`config.mk`:
```
export PLATFORM = sky130hd
export DESIGN_NAME = simple_dp_ram
export DESIGN_NICKNAME = d
export VERILOG_FILES = /design/src/rtl/simple_dp_ram.sv
export SDC_FILE = /design/constraint.sdc
export NUM_CORES = 1
export LEC_CHECK = 0
export CORE_AREA = 2 2 127 129
export DETAILED_ROUTE_END_ITERATION = 16
export DIE_AREA = 0 0 129 131
export GPL_TIMING_DRIVEN = 0
export PLACE_DENSITY_LB_ADDON = 0.08
export SYNTH_ARGS = -nofsm -noshare
export SYNTH_HDL_FRONTEND = slang
export SYNTH_SLANG_ARGS = --single-unit
```
`constraint.sdc`:
```
create_clock -name clk -period 1.5 [get_ports clk]
set_clock_uncertainty 0.2 [all_clocks]
set_input_delay 0.3 -clock clk [delete_from_list [all_inputs] [get_ports clk]]
set_output_delay 0.3 -clock clk [all_outputs]
set_load 0.05 [all_outputs]
```
`src/rtl/simple_dp_ram.sv`:
```
// Simple dual-port RAM: port A write-only, port B read-only, one clock. SDP_RAM_INIT_EN preloads word i = ~i.
// Latency: write visible to a read on the next edge; read data registered, valid one cycle after addrb.
// Backpressure: none; one write and one read accepted every cycle, read-first on same-address collision.
module simple_dp_ram #(
    parameter int WIDTH = 8,
    parameter int DEPTH = 16,
    parameter int ADDR  = 4
) (
    input  logic             clk,
    input  logic             rst_n,
    input  logic             ena,
    input  logic             wea,
    input  logic [ADDR-1:0]  addra,
    input  logic [WIDTH-1:0] dina,
    input  logic             enb,
    input  logic [ADDR-1:0]  addrb,
    output logic [WIDTH-1:0] doutb
);

    localparam logic [ADDR:0] DEPTH_L = (ADDR+1)'(DEPTH);

    typedef logic [DEPTH-1:0][WIDTH-1:0] mem_t;

`ifdef SDP_RAM_INIT_EN
    function automatic mem_t init_image();
        mem_t img;
        for (int i = 0; i < DEPTH; i++) begin
            img[i] = WIDTH'(~i);
        end
        return img;
    endfunction

    // Configuration-time image; reset deliberately never touches it.
    mem_t mem = init_image();
`else
    mem_t mem;
`endif

    logic wr_in_range;
    logic rd_in_range;
    logic wr_fire;

    assign wr_in_range = ({1'b0, addra} < DEPTH_L);
    assign rd_in_range = ({1'b0, addrb} < DEPTH_L);
    assign wr_fire     = rst_n && ena && wea && wr_in_range;

    // Storage has no reset; rst_n only gates the write strobe.
    always_ff @(posedge clk) begin
        if (wr_fire) begin
            mem[addra] <= dina;
        end
    end

    // Nonblocking write above makes a same-edge read return the old word.
    always_ff @(posedge clk or negedge rst_n) begin
        if (!rst_n) begin
            doutb <= '0;
        end else if (enb) begin
            doutb <= rd_in_range ? mem[addrb] : '0;
        end
    end

endmodule

```
==> flow_summary.ini <==
[outcome]
outcome = finished, violations left
failing_checks = negative setup slack

[sta]
layout_worst_path_cycle_share_pct = 104
max_slew.worst_pin.slew_ns = 0.749
report.final.hold_viol_count = 0
timing.fmax_mhz = 642
post-route-worst-setup-slack_ns = -0.0571
setup_violations = 6
relative_slew_slack_pct = 49.9
grt_setup_unrepaired = yes
final.setup.tns_ns = -0.198
slew_violations = 0
period_minus_slack_ns = 1.56

[cells_and_area]
final_common_cell = edfxtp_1
insertedDiodeCount = 0
flow.area_growth_from_synthesis_pct = 28.3
finish.net_count = 312
post_route_cells_drive_above_1_share_pct = 42.4
most-common-layout-cells = edfxtp_1 (128), mux4_2 (28), clkbuf_16 (17)

[logic_synthesis]
post_synth.cell_area_avg_um2 = 21.9
post_synth_instance_area_um2 = 5330
synth_unique_cells = 22
sequential_cell_area_fraction_in_the_yosys_report_pct = 75.9
yosys_register_bits = 136
synth-warning-count = 0
synthDominantCellAreaShare_pct = 72.1
net_count_after_synthesis = 264
gate_count_after_technology_mapping = 243
synth_top_cells_by_area = edfxtp_1 (72%), mux4_2 (12%), dfrtp_1 (3.8%), a221oi_2 (2.3%), mux4_1 (2.0%)
cell_taking_the_most_area_after_synthesis = edfxtp_1

[clock_tree]
clock_sink_count = 136
cts.path.max_buffers = 2
cts-buffers-inserted = 17
cts_tree = built
path_clk_slew_ns = 0.06
cts.root.buffer_cell = clkbuf_16
clock_insertion_delay_worst_skew_ns = 0.41
cts_htree_levels = 4

[critical_path]
worst-setup-path-type = flop to flop
crit_path_top_delay_cell = mux4_2
cp-end-kind = flop
critical_path.n_buffers_inverters = 0
crit_fanout = 1
timing.critical_path.arrival_ns = 1.63
critPathTopFamily = multiplexers
start_kind = flop
critical_path.max_stage_delay_ns = 0.54
timing.critical_path.required_ns = 1.57
crit_chain = mux4_2 > mux2i_2 > a221oi_2

[routing]
number_of_routed_nets_with_antenna_violations = 0
routedWlPerCell_um = 22.0
remaining_drc_errors = 0
first_pass_iters = 4
finalWirelength_um = 11400
viasPerCell = 4.80
detailedRoute.firstIterationViolations = 228
vias = 2497

[global_routing]
grt_max_degree = 17
grt_pass1_vias = 2556
grt_antenna_before_repair = 0
grt_use_total_pct = 15.0
global_route.overflow_total = 0
wire_length_of_the_first_global_routing_pass_um = 17000

[floorplan]
floorplan.die_area_um2 = 16900
design.core.area_um2 = 15600
start_util_pct = 34.2
die_height_um = 131
die_width_um = 129
fp-row-count = 46
i_o_pin_total = 29

[placement]
pre_cts_slack_ns = -1.33
place.gp.congestion = 0.716
port-buffer-count = 24
place_hpwl_um = 7420

[power_and_ir_drop]
power.density_nw_per_um2 = 1330
finalPower_mw = 9.11
leakage_nw = 2.17
vdd_ir_drop_max_v = 0.000718

[hold_path]
worst_hold_class = input pin to flop

[run]
maxCapViolCount = 0
## worst register-to-register path: stages, from the launching register on
cell	delay (ns)
edfxtp_1	0.36
mux4_2	0.54
mux2i_2	0.22
a221oi_2	0.10
## per-stage QoR
stage | hold WS, ns | std cells | util, % | area [um2]
2_1_floorplan | -0.196 | 243 | - | 5510
6_report | 0.114 | 520 | 43.8 | 6840
3_3_place_gp | 0.365 | 483 | 38.6 | 6020
4_1_cts | 0.0974 | 519 | 43.7 | 6810
3_5_place_dp | 0.367 | 483 | 38.6 | 6020
5_1_grt | 0.118 | 520 | 43.8 | 6840
## path summary, 6_finish.rpt
kind,start,to,slack (ns),cells after the start
max,mem[111],doutb[7],-0.06,3
min,enb,doutb[7],0.11,3
max reg2reg,mem[111],doutb[7],-0.06,3
min reg2reg,doutb[1],doutb[1],0.41,2
max in group asynchronous,rst_n,doutb[1],0.60,2
min in group asynchronous,rst_n,doutb[0],0.22,2
## cells in the mapped netlist
| library cell | number |
|---|---|
| o22ai_1 | 8 |
| nand3_1 | 1 |
| dfrtp_1 | 8 |
| or2_2 | 2 |
| nand4_1 | 1 |
| nor3_1 | 4 |
| inv_1 | 1 |
| buf_6 | 5 |
| nand2_1 | 1 |
| edfxtp_1 | 128 |
| or3_1 | 2 |
| mux2i_1 | 8 |
| nor2_1 | 20 |
| buf_12 | 2 |
| buf_1 | 4 |
| buf_4 | 1 |
| buf_2 | 2 |
| mux4_1 | 4 |
| and2_1 | 1 |
| mux4_2 | 28 |
| a221oi_2 | 8 |
| nand2b_1 | 4 |
## layer usage
layer / GRT usage [%] / vias to the layer above / wire (um)
met5: 0 / - / 0
met4: 5.75 / 0 / 149
met3: 3.99 / 11 / 369
met2: 20.9 / 56 / 5200
met1: 22.3 / 1308 / 5720
li1: - / 1122 / -
## area by class of cell
class | instances | area [um2]
buffer | 12 | 141
timing repair buffer | 31 | 340
tap | 216 | 270
multi-input combinational | 92 | 1450
fill | 1355 | 8760
inverter | 1 | 3.75
clock inverter | 12 | 156
clock buffer | 20 | 437
sequential | 136 | 4040
## logic make-up (layout without fill, tap and decap cells)
group	after synthesis	count (layout)	share of synthesized area (%)
muxes	40	40	15.3
and+or+nand+nor	36	36	3.12
DFF	136	136	75.9
buffers and inverters	15	76	2.49
AOI/OAI and AO/OA	16	16	3.19
## flip-flops by register name (all words and copies together) (netlist names)
name / cells
doutb: 8
mem: 128
## where the power goes
part,internal [mW],total [mW],switching (mW),leakage [nW]
Combinational,0.289,0.696,0.408,0.645
Clock,2.74,4.17,1.43,0.285
Sequential,4.21,4.24,0.0285,1.24
## what timing repair did
action                                  CTS  global route
hold buffers                              1             0
pin swaps                                10             9
endpoints found under the setup margin  144            62
hold endpoints to repair                  8             0
setup buffers                             5             1
gates resized for setup                  97             4
(Power assumes the default switching activity.)
